===== config.mk =====
export PLATFORM = sky130hd
export DESIGN_NAME = gb_cpu_interrupt_ctrl
export DESIGN_NICKNAME = d
export VERILOG_FILES = /design/src/rtl/gb_cpu_interrupt_ctrl.sv
export SDC_FILE = /design/constraint.sdc
export NUM_CORES = 1
export LEC_CHECK = 0
export ABC_CLOCK_PERIOD_IN_PS = 3300
export BUFFER_PORTS_ARGS = -buffer_cell sky130_fd_sc_hd__buf_4
export CORE_UTILIZATION = 32
export DETAILED_ROUTE_END_ITERATION = 6
export PLACE_DENSITY_LB_ADDON = 0.3
export SLEW_MARGIN = 20
export SYNTH_ARGS = -nofsm -noshare
export SYNTH_HDL_FRONTEND = slang
export SYNTH_SLANG_ARGS = --single-unit

===== constraint.sdc =====
create_clock -name clk -period 3.3 [get_ports clk]
set_input_delay 0.66 -clock clk [delete_from_list [all_inputs] [get_ports clk]]
set_output_delay 0.66 -clock clk [all_outputs]
set_load 0.05 [all_outputs]

===== src/rtl/gb_cpu_interrupt_ctrl.sv =====
// gb_cpu_interrupt_ctrl
// Game Boy CPU interrupt controller: IE/IF registers, IME with the EI delay,
// vector latch for dispatch and the RUN/HALT low-power state machine.
// Optional feature macro: GB_CPU_HALT_BUG_EN (implements the halt_bug pulse;
// when undefined halt_bug is tied low).
module gb_cpu_interrupt_ctrl #(
  parameter int NUM_IRQ = 5
) (
  input  logic               clk,
  input  logic               reset,
  input  logic [NUM_IRQ-1:0] irq_req,
  input  logic               ie_wr,
  input  logic               if_wr,
  input  logic [7:0]         reg_wdata,
  output logic [7:0]         ie_o,
  output logic [7:0]         if_o,
  input  logic               enable_interrupts,
  input  logic               reti_enable,
  input  logic               disable_interrupts,
  input  logic               write_interrupt_vector,
  input  logic               clear_interrupt_flag,
  input  logic               instr_boundary,
  input  logic               halt_req,
  output logic               interrupt_queued,
  output logic [7:0]         isr_vector,
  output logic               ime_o,
  output logic               halted,
  output logic               halt_bug
);

  typedef enum logic {ST_RUN = 1'b0, ST_HALT = 1'b1} state_t;

  logic [7:0]         ie_reg;
  logic [NUM_IRQ-1:0] if_reg;
  logic               ime;
  logic               ime_pending;
  logic               vec_valid;
  logic [2:0]         vec_idx;
  state_t             state;

  logic [NUM_IRQ-1:0] pending;
  logic               any_pending;
  logic [2:0]         lat_idx;
  logic               lat_valid;
  logic [NUM_IRQ-1:0] clr_mask;
  logic [NUM_IRQ-1:0] if_base;

  // Lowest set bit wins: VBlank (bit 0) has the highest priority.
  function automatic logic [2:0] lowest_set(input logic [NUM_IRQ-1:0] v);
    logic [2:0] idx;
    idx = 3'd0;
    for (int i = NUM_IRQ - 1; i >= 0; i--) begin
      if (v[i]) idx = 3'(i);
    end
    return idx;
  endfunction

  function automatic logic [NUM_IRQ-1:0] onehot(input logic [2:0] idx);
    logic [NUM_IRQ-1:0] m;
    m = '0;
    for (int i = 0; i < NUM_IRQ; i++) begin
      if (idx == 3'(i)) m[i] = 1'b1;
    end
    return m;
  endfunction

  assign pending     = ie_reg[NUM_IRQ-1:0] & if_reg;
  assign any_pending = |pending;

  // A vector latched in the same cycle as the acknowledge is cleared at once.
  always_comb begin
    lat_idx   = write_interrupt_vector ? lowest_set(pending) : vec_idx;
    lat_valid = write_interrupt_vector ? any_pending : vec_valid;
    clr_mask  = (clear_interrupt_flag && lat_valid) ? onehot(lat_idx) : '0;
    if_base   = if_wr ? reg_wdata[NUM_IRQ-1:0] : if_reg;
  end

  // IE/IF registers: new requests override same-cycle writes and clears.
  always_ff @(posedge clk) begin
    if (reset) begin
      ie_reg <= 8'h00;
      if_reg <= '0;
    end else begin
      if (ie_wr) ie_reg <= reg_wdata;
      if_reg <= (if_base & ~clr_mask) | irq_req;
    end
  end

  // IME and the one-instruction EI delay; DI has the final say.
  always_ff @(posedge clk) begin
    if (reset) begin
      ime         <= 1'b0;
      ime_pending <= 1'b0;
    end else begin
      logic ime_n, pend_n;
      ime_n  = ime;
      pend_n = ime_pending;
      if (ime_pending && instr_boundary) begin
        ime_n  = 1'b1;
        pend_n = 1'b0;
      end
      if (enable_interrupts && !ime) pend_n = 1'b1;
      if (reti_enable) begin
        ime_n  = 1'b1;
        pend_n = 1'b0;
      end
      if (clear_interrupt_flag || disable_interrupts) begin
        ime_n  = 1'b0;
        pend_n = 1'b0;
      end
      ime         <= ime_n;
      ime_pending <= pend_n;
    end
  end

  // Dispatch vector latch.
  always_ff @(posedge clk) begin
    if (reset) begin
      vec_valid <= 1'b0;
      vec_idx   <= 3'd0;
    end else begin
      if (write_interrupt_vector) vec_idx <= lowest_set(pending);
      if (clear_interrupt_flag) vec_valid <= 1'b0;
      else if (write_interrupt_vector) vec_valid <= any_pending;
    end
  end

  // RUN/HALT state machine; HALT is left on any pending source regardless of IME.
  always_ff @(posedge clk) begin
    if (reset) begin
      state <= ST_RUN;
    end else begin
      case (state)
        ST_RUN:  if (halt_req && !any_pending) state <= ST_HALT;
        ST_HALT: if (any_pending) state <= ST_RUN;
        default: state <= ST_RUN;
      endcase
    end
  end

`ifdef GB_CPU_HALT_BUG_EN
  logic halt_bug_r;

  // HALT with IME clear and a pending source: one-cycle halt bug pulse.
  always_ff @(posedge clk) begin
    if (reset) halt_bug_r <= 1'b0;
    else halt_bug_r <= halt_req && (state == ST_RUN) && any_pending && !ime;
  end

  assign halt_bug = halt_bug_r;
`else
  assign halt_bug = 1'b0;
`endif

  assign ie_o             = ie_reg;
  assign if_o             = {{(8-NUM_IRQ){1'b1}}, if_reg};
  assign interrupt_queued = ime & any_pending;
  assign isr_vector       = vec_valid ? (8'h40 + {2'b00, vec_idx, 3'b000}) : 8'h00;
  assign ime_o            = ime;
  assign halted           = (state == ST_HALT);

endmodule


==> results.md <==
- Area Overhead vs Synth: 32.4%
- Core region area: roughly 3000 um2
- Startpoint Class: flip-flop
- Top delay family on crit path: compound AO/OA/AOI/OAI gates
- CTS sink count: 20
- Grt total ovfl: 0
- Worst hold path class: flip-flop to flip-flop
- Mapped Area: 1020 um2
- CP max FO: 4
- Seq/Total Area, Yosys: 0.393
- Peak VDD IR: 187 uV
- Critical path buffer and inverter count: 1
- Crit path launch: if_reg[2]$_SDFF_PP0_
- Diode count: 0
- EDFF count, synth: 0
- # nets final: 179
- Largest register FFs: 8
- R2R Path End: if_reg[4]$_SDFF_PP0_
- Setup TNS: 0 ns
- R2R setup slack: ~1.9 ns
- Critical Path Sink: interrupt_queued
- Critical path data arrival time: between 1 and 1.5 ns
- Final min period: 2.12 ns
- Flops & latches, synth: 20
- Layout cell share with drive strength beyond 1: 0.331
- Remaining DRCs: 0
- Port bufs: 43
- Post-CTS Repair Setup Buffers: 0
- Syn_area_per_cell: 8.86 um2
- Largest net degree at the start of global routing: 19
- Worst Slack Setup Final: roughly 1.2 ns
- Worst-case clock buffer depth: 2
- TritonCTS clock tree: built
- First-pass GRT wire length: between 3000 and 4000 um
- Vias: 906
- Vias in the first global route: slightly below 900
- Starting DRT DRC Count: 16
- Synth warn: 0
- Final hold viol count: 0
- CP endpoint kind: primary output
- MaxCap Viol Count: 0
- # setup viols final: 0
- Final wirelength: between 2000 and 2500 um
- Worst hold path startpoint: halted$_SDFF_PP0_
- Die footprint: 3410 um2
- Clock transition at path regs: 0.11 ns
- Num CTS Buffers: 3
- Synthesized instance count: 115
- Final Util: 0.445
- Vias/cell: ~4.6
- Critical path depth: 4
- Worst r2r src: if_reg[2]$_SDFF_PP0_
- DP Worst Slack: about 1.5 ns
- Die H: 58.4 um
- Cell Chain, Critical Path: a22o_2 -> nor2_1 -> a21oi_1 -> buf_4
- PD cells: 419 nW/um2
- FF-to-FF path depth: 4
- Clk Latency, worst-skew pair: 0.29 ns
- Post-DP HPWL: 1890 um
- Leakage power figure: 0.634 nW
- Ys flop type: dfxtp_1
- PostCTS Resize Cnt: 0
- Async SR Flop Fraction: 0
- Initial antenna violation count: 0
- Critical-path top delay cell: dfxtp_1
- Std cell rows: 20
- Fin crit share: 0.643
- Drt wl/cell: 12.0 um
- Detail Route Antenna Nets: 0
- CP max stage delay: 0.35 ns
- Max Clock Freq: between 400 and 500 MHz
- CTS Root Buffer Type: clkbuf_4
- CP Class: flip-flop to primary output
- H-tree levels: 1
- Drt pass-1 iters: 3
- Pins over their slew limit: 0
- GRT Util Overall: 0.149
- Outcome: complete, no violations
- Placer Congestion: about 0.85
- RSZ-0062 raised after global routing: no
- # hold bufs at CTS: 0
- Synth unique cells: 31
- Data required, critical path: 2.64 ns
- DIE WIDTH: ~58 um
- Clock Skews: around 0.0033 ns
- Starting Density: 0.336
- I/O pins: between 50 and 60
per-stage QoR:
step	std cells	hold WS (ns)	total power, mW	cell area [um2]
3_3_place_gp	194	0.468	0.428	1310
2_1_floorplan	121	0.458	0.387	1040
5_1_grt	198	0.500	0.590	1350
3_5_place_dp	194	0.465	0.431	1310
6_report	198	0.481	0.565	1350
4_1_cts	198	0.485	0.572	1350
metal layers:
layer  part of all wire  wire length (um)  track usage  vias up
li1                   -                 -            -      466
met1               0.45              1080        0.181      413
met2               0.50              1190        0.261       25
met3              0.041                97       0.0198        2
met4             0.0084                20       0.0714        0
met5                  0                 0            0        -
layout by cell type, fill, tap and decap left out, types with 2 or more instances in the layout:
| master | count |
|---|---|
| buf_4 | 43 |
| dfxtp_1 | 20 |
| nor2_1 | 13 |
| nor2b_1 | 9 |
| mux2i_1 | 8 |
| conb_1 | 8 |
| nand2_1 | 6 |
| inv_1 | 6 |
| a211oi_1 | 6 |
| a311oi_1 | 6 |
| and2_1 | 3 |
| a21oi_1 | 3 |
| a22oi_1 | 3 |
| clkbuf_4 | 3 |
| nor3_1 | 2 |
report_power, final:
group | switching, mW | internal (mW) | leakage [nW]
registers | 0.0125 | 0.255 | 0.165
clock network | 0.0729 | 0.0672 | 0.0210
logic | 0.103 | 0.0547 | 0.448
total | 0.188 | 0.377 | 0.634
synth_stat cells (2+ instances only):
library cell  count  area [um2]
nand2_1           6        22.5
nor2_1           13        48.8
buf_4            10        75.1
mux2i_1           8        80.1
a21oi_1           3        15.0
a211oi_1          6        45.0
and2_1            3        18.8
buf_6             2        22.5
a22oi_1           3        22.5
inv_1             6        22.5
nor2b_1           9        56.3
conb_1            2        7.51
nor3_1            2        10.0
a311oi_1          6        52.6
dfxtp_1          20         400
how the worst min path moves through the flow:
stage,slack (ns),endpoint,depth (start not counted)
floorplan,0.46,vec_idx[1]$_SDFF_PP0_,2
global placement,0.47,halted$_SDFF_PP0_,2
detailed placement,0.47,halted$_SDFF_PP0_,2
CTS,0.48,halted$_SDFF_PP0_,2
global route,0.50,halted$_SDFF_PP0_,2
finish,0.48,halted$_SDFF_PP0_,2
cells by family (layout without fill, tap and decap cells):
logic type | after synthesis | after routing | synth area share
other cells | 2 | 8 | 0.00737
buf+inv | 20 | 53 | 0.127
flops | 20 | 20 | 0.393
simple gates | 39 | 39 | 0.193
compound gates | 26 | 26 | 0.201
mux | 8 | 8 | 0.0786
layout make-up:
cell class / instances / area [um2]
Sequential cell: 20 / 400
Fill cell: 333 / 1680
Multi-Input combinational cell: 81 / 512
Inverter: 6 / 22.5
Tap cell: 44 / 55.1
Clock buffer: 4 / 36.3
Timing Repair Buffer: 43 / 323
worst min-delay path, cell delays in order (launching register included):
cell,delay [ns]
dfxtp_1,0.33
nor2_1,0.08
nor3_1,0.05
No activity file was read; power rests on OpenSTA's default activity.
